`src/rtl/control_carrera.sv`:
```
// Race sequencer for the line-follower stopwatch: conditions the arm/start/finish inputs,
// drives the cronometro reset/enable lines and latches the final race time.
//
// state   | meaning
// IDLE    | after reset, timer held cleared, waiting for arm
// ARMED   | timer held cleared, waiting for start-line pulse
// RUNNING | timer counting, waiting for finish (after lockout) or timeout
// DONE    | timer frozen, final time latched
module control_carrera #(
  parameter int CLK_FREQ    = 25_000_000,
  parameter int DEBOUNCE_MS = 10,
  parameter int MIN_LAP_S   = 3,
  parameter int TIMEOUT_MIN = 9
) (
  input  logic       clk,
  input  logic       reset,
  input  logic       btn_arm,
  input  logic       sensor_start,
  input  logic       sensor_finish,
  input  logic [5:0] segundos,
  input  logic [3:0] minutos,
  output logic       reset_timer,
  output logic       enable_timer,
  output logic [5:0] final_seg,
  output logic [3:0] final_min,
  output logic       final_valid,
  output logic       timeout,
  output logic [1:0] estado
);

  localparam int DEB_CYC = (CLK_FREQ / 1000) * DEBOUNCE_MS;
  localparam int CW = (DEB_CYC > 1) ? $clog2(DEB_CYC) : 1;
  localparam logic [CW-1:0] DEB_RELOAD = CW'(DEB_CYC - 1);

  typedef enum logic [1:0] {IDLE = 2'd0, ARMED = 2'd1, RUNNING = 2'd2, DONE = 2'd3} state_t;

  // Bit 0 arm, bit 1 start, bit 2 finish.
  logic [2:0] raw;
  logic [2:0] sync1_q, sync1_d, sync2_q, sync2_d;
  logic [2:0] deb_q, deb_d, pulse_q, pulse_d;
  logic [CW-1:0] cnt_q [3];
  logic [CW-1:0] cnt_d [3];

  assign raw = {sensor_finish, sensor_start, btn_arm};

  // Down-counter reloads whenever the synced level agrees with the debounced one;
  // terminal count on a disagreeing sample commits the new level.
  always_comb begin
    sync1_d = raw;
    sync2_d = sync1_q;
    deb_d   = deb_q;
    pulse_d = '0;
    for (int i = 0; i < 3; i++) begin
      cnt_d[i] = DEB_RELOAD;
      if (sync2_q[i] != deb_q[i]) begin
        if (cnt_q[i] == '0) begin
          deb_d[i]   = sync2_q[i];
          pulse_d[i] = sync2_q[i];
        end else begin
          cnt_d[i] = cnt_q[i] - CW'(1);
        end
      end
    end
  end

  state_t     state_q, state_d;
  logic       reset_timer_q, reset_timer_d;
  logic       enable_timer_q, enable_timer_d;
  logic [5:0] final_seg_q, final_seg_d;
  logic [3:0] final_min_q, final_min_d;
  logic       final_valid_q, final_valid_d;
  logic       timeout_q, timeout_d;
  logic [9:0] elapsed;

  assign elapsed = ({6'd0, minutos} * 10'd60) + {4'd0, segundos};

  always_comb begin
    state_d       = state_q;
    final_seg_d   = final_seg_q;
    final_min_d   = final_min_q;
    final_valid_d = final_valid_q;
    timeout_d     = timeout_q;
    if (pulse_q[0]) begin
      state_d       = ARMED;
      final_valid_d = 1'b0;
      timeout_d     = 1'b0;
    end else begin
      case (state_q)
        ARMED: if (pulse_q[1]) state_d = RUNNING;
        RUNNING: begin
          if (minutos == 4'(TIMEOUT_MIN) && segundos == 6'd0) begin
            state_d       = DONE;
            timeout_d     = 1'b1;
            final_seg_d   = segundos;
            final_min_d   = minutos;
            final_valid_d = 1'b1;
          end else if (pulse_q[2] && elapsed >= 10'(MIN_LAP_S)) begin
            state_d       = DONE;
            timeout_d     = 1'b0;
            final_seg_d   = segundos;
            final_min_d   = minutos;
            final_valid_d = 1'b1;
          end
        end
        default: ;
      endcase
    end
    reset_timer_d  = (state_d == IDLE) || (state_d == ARMED);
    enable_timer_d = (state_d == RUNNING);
  end

  always_ff @(posedge clk) begin
    if (reset) begin
      sync1_q        <= '0;
      sync2_q        <= '0;
      deb_q          <= '0;
      pulse_q        <= '0;
      for (int i = 0; i < 3; i++) cnt_q[i] <= DEB_RELOAD;
      state_q        <= IDLE;
      reset_timer_q  <= 1'b1;
      enable_timer_q <= 1'b0;
      final_seg_q    <= '0;
      final_min_q    <= '0;
      final_valid_q  <= 1'b0;
      timeout_q      <= 1'b0;
    end else begin
      sync1_q        <= sync1_d;
      sync2_q        <= sync2_d;
      deb_q          <= deb_d;
      pulse_q        <= pulse_d;
      for (int i = 0; i < 3; i++) cnt_q[i] <= cnt_d[i];
      state_q        <= state_d;
      reset_timer_q  <= reset_timer_d;
      enable_timer_q <= enable_timer_d;
      final_seg_q    <= final_seg_d;
      final_min_q    <= final_min_d;
      final_valid_q  <= final_valid_d;
      timeout_q      <= timeout_d;
    end
  end

  assign reset_timer  = reset_timer_q;
  assign enable_timer = enable_timer_q;
  assign final_seg    = final_seg_q;
  assign final_min    = final_min_q;
  assign final_valid  = final_valid_q;
  assign timeout      = timeout_q;
  assign estado       = state_q;

endmodule

```
`config.mk`:
```
export PLATFORM = sky130hd
export DESIGN_NAME = control_carrera
export DESIGN_NICKNAME = d
export VERILOG_FILES = /design/src/rtl/control_carrera.sv
export SDC_FILE = /design/constraint.sdc
export NUM_CORES = 1
export LEC_CHECK = 0
export ABC_AREA = 1
export CAP_MARGIN = 20
export CORE_MARGIN = 2
export CORE_UTILIZATION = 59
export DETAILED_ROUTE_END_ITERATION = 7
export HOLD_SLACK_MARGIN = 0.15
export PLACE_DENSITY = 0.8
export SLEW_MARGIN = 10
export SYNTH_ARGS = -nofsm -noshare
export SYNTH_HDL_FRONTEND = slang
export SYNTH_SLANG_ARGS = --single-unit
```
`constraint.sdc`:
```
create_clock -name clk -period 4.52 [get_ports clk]
set_clock_uncertainty 0.15 [all_clocks]
set_input_delay 0.904 -clock clk [delete_from_list [all_inputs] [get_ports clk]]
set_output_delay 0.904 -clock clk [all_outputs]
set_load 0.01 [all_outputs]
```
==> flow_summary.ini <==
[sta]
tightest_slew_ns = 0.6945
setup_violations = 0
period_share_pct = 95.58
slew_headroom_pct = 53.65
max_freq_ghz = 0.2315
finalHoldViolCount = 0
slew_violations = 0
finalCriticalPeriod_ns = 4.320

[logic_synthesis]
netlist_area_sq_um = 4319
yosysUniqueCellTypes = 35
synthCells = 568
synth.avg_cell_area_sq_um = 7.604
synth_mux_area_share_pct = 0
synth_fa_ha_area_share_pct = 9.444
synthesis.nets = 612
synthXorXnorAreaFrac_pct = 5.070
synth_top_family_by_area = simple AND/OR/NAND/NOR gates
yosysSeqAreaShare_pct = 38.01
yosys_warnings = 0
synth_compound_area_share_pct = 7.822
synthSimpleGateAreaFrac_pct = 30.10
ys_ff_latch = 82

[clock_tree]
tritoncts = built
cts_buffers = 9
clk_pin_slew_ns = 0.09
htreeDepth = 3
clkLatencyLatePin_ns = 0.35
cts.path.max_buffers = 2
cts_root_buffer = clkbuf_8
cts.sinks = 82

[critical_path]
crit_slowest_cell = fa_1
crit_family = adder cells
reg2reg_from = cnt_q[0][0]
crit_path_start = minutos[0]
max_stage_delay_ns = 0.58
cp_max_fo = 21
r2r_slack_ns = 2.43
start_kind = primary input
worstSetupEndpointType = flip-flop
crit_type = in2reg
critPathBufInv = 4
reg2reg_depth = 10
path_cells = clkdlybuf4s50_1, fa_1, inv_1, fa_1, fa_1, inv_1, ha_4, nand3_1, a21oi_2, nand2_1, nand2_1, nand2_1, nand3_1, nand2_2, nand2_2, buf_12, nand3_2, nand2_1, nor2_1
arrival_ns = 4.42
cpMostUsedCell = nand2_1
r2r_end = cnt_q[0][12]
cp.required_ns = 4.62

[route]
wl_per_cell_microns = 11.10
drt.antenna.violating_nets = 0
drt_pass1_iterations = 4
totalWireLength_microns = 7893
drtIter0Drc = 155
drc = 0
via_count = 3552
viasPerCell = 4.996

[placement]
routabilityCongestion = 0.9073
portBuffers = 30
dpl-instance-area_sq_um = 4745
dp_hpwl_microns = 5906

[floorplan]
top_level_ports = 31
rows = 31
initial_core_util_pct = 60.19
core_sq_um = 7176
die_w_microns = 89.56
die_h_microns = 89.56
die_area_sq_um = 8021

[grt]
grt_start_max_net_pins = 22
grt_pass1_wl_microns = 13010
grt_antenna_before_repair = 0
grt_pass1_vias = 3218
grt.total_usage_pct = 20.52
grt_overflow = 0

[run]
drv_cap = 0

[layout]
area_growth_pct = 15.56
drive_gt1_share_pct = 11.60
multiInputGateArea_sq_um = 2285
nNetsFinal = 651
seq_area_sq_um = 1642
nFillCells = 586
post-route-util_pct = 69.56
antenna_cells = 0
final_area_sq_um = 4991

[power]
powerDensity_nw_per_um2 = 306.3
p_leak_uw = 0.002159
ir_drop_mv = 0.3428

[hold_path]
hold_depth = 2
hold_path_end = sync2_q[1]
hold_path_class = reg2reg
hold_start = sync1_q[1]

[outcome]
status = complete, no violations
[stage by stage]
step | setup slack [ns] | instances | TNS (ns) | power (uW) | hold slack (ns)
after floorplan | 0.4905 | 568 | 0 | 888.9 | 0.2292
after global placement | -0.1310 | 695 | -1.192 | 931.3 | 0.2409
after detailed placement | -0.2178 | 695 | -2.255 | 938.1 | 0.2437
after CTS | 0.1612 | 711 | 0 | 1524 | 0.2587
after global routing | -0.002184 | 711 | -0.003906 | 1596 | 0.2730
final | 0.1998 | 711 | 0 | 1529 | 0.2563
[worst max path at each step]
stage | cells past startpoint | slack [ns] | end
6_report | 19 | 0.20 | final_seg[4]
2_1_floorplan | 17 | 0.49 | final_seg[2]
5_1_grt | 19 | -0.002 | final_seg[2]
3_5_place_dp | 18 | -0.22 | final_seg[0]
3_3_place_gp | 19 | -0.13 | final_seg[2]
4_1_cts | 18 | 0.16 | final_seg[0]
[what timing repair did]
item                       CTS  global route
setup endpoints to repair    0            10
setup buffers                0             0
hold buffers                 0             0
gates resized for setup      0             3
[where the power goes]
group	leakage (uW)	switching [uW]	internal, uW
combinational	0.00139	124	87.0
sequential	0.000663	1.72	725
clock	0.000110	262	329
[final cells by class]
cell class              instances  area share, %
clock inverters                 5          1.705
multi-input cells             383          45.78
inverters                      95          7.145
repair buffers                 36          7.170
clock buffers                  11          2.833
flip-flops and latches         82          32.89
well taps                      99          2.482
[synthesized netlist by cell type (all sizes together)]
| cell | number | area share, % |
|---|---|---|
| nand3b | 4 | 0.70 |
| nand4 | 13 | 2.2 |
| dfxtp | 82 | 38 |
| nand2 | 98 | 8.9 |
| nor4 | 4 | 0.58 |
| a21oi | 41 | 4.8 |
| xnor2 | 8 | 1.6 |
| inv | 95 | 8.3 |
| nor2 | 87 | 8.8 |
| a311o | 1 | 0.23 |
| clkbuf | 2 | 0.17 |
| nand3 | 42 | 6.3 |
| a21boi | 1 | 0.17 |
| o211ai | 1 | 0.17 |
| o21ai | 17 | 2.0 |
| or2 | 9 | 1.4 |
| xor2 | 17 | 3.4 |
| nor3 | 8 | 1.3 |
| fa | 6 | 2.8 |
| o31ai | 3 | 0.52 |
| ha | 23 | 6.7 |
| buf | 6 | 1.1 |
[placed cells by master, fill, tap and decap left out, types with 7 or more instances in the layout]
| cell type | netlist | routed |
|---|---|---|
| xor2_1 | 17 | 17 |
| nor2_1 | 74 | 74 |
| nor2_2 | 9 | 9 |
| inv_1 | 89 | 89 |
| nand2_2 | 7 | 7 |
| nand3_1 | 31 | 31 |
| xnor2_1 | 8 | 8 |
| dfxtp_1 | 82 | 82 |
| a21oi_1 | 41 | 39 |
| nand2_1 | 91 | 91 |
| ha_1 | 23 | 22 |
| clkdlybuf4s50_1 | 0 | 30 |
| nand3_2 | 10 | 10 |
| o21ai_0 | 15 | 15 |
| clkbuf_8 | 0 | 10 |
| nand4_1 | 11 | 11 |
[flip-flops by register name (all words and copies together), names as in the netlist]
| signal | flops |
|---|---|
| cnt_q | 54 |
| final_seg | 6 |
| final_min | 4 |
| deb_q | 3 |
| pulse_q | 3 |
| sync1_q | 3 |
| sync2_q | 3 |
| estado | 2 |
| enable_timer | 1 |
| final_valid | 1 |
| reset_timer | 1 |
| timeout | 1 |
[routing by layer]
layer	part of all wire, %	wire (microns)	track usage (%)	vias up
met2	48	3808	35.36	59
met4	0.91	72	7.870	0
met1	48	3762	25.39	1615
li1	-	-	-	1871
met5	0	0	0	-
met3	3.2	250	3.693	7
[cell families (layout without fill, tap and decap cells)]
logic type               count (synthesis)  in the layout
adder cells (fa/ha/maj)                 29             29
AO/OA/AOI/OAI                           64             64
XOR/XNOR                                25             25
AND/OR/NAND/NOR                        265            265
flip-flops                              82             82
buffers and inverters                  103            147
[tightest hold or removal path: stages, from the launching register on]
cell     delay [ns]
dfxtp_1        0.30
inv_1          0.04
nor2_1         0.03
No activity file was read; power rests on OpenSTA's default activity.
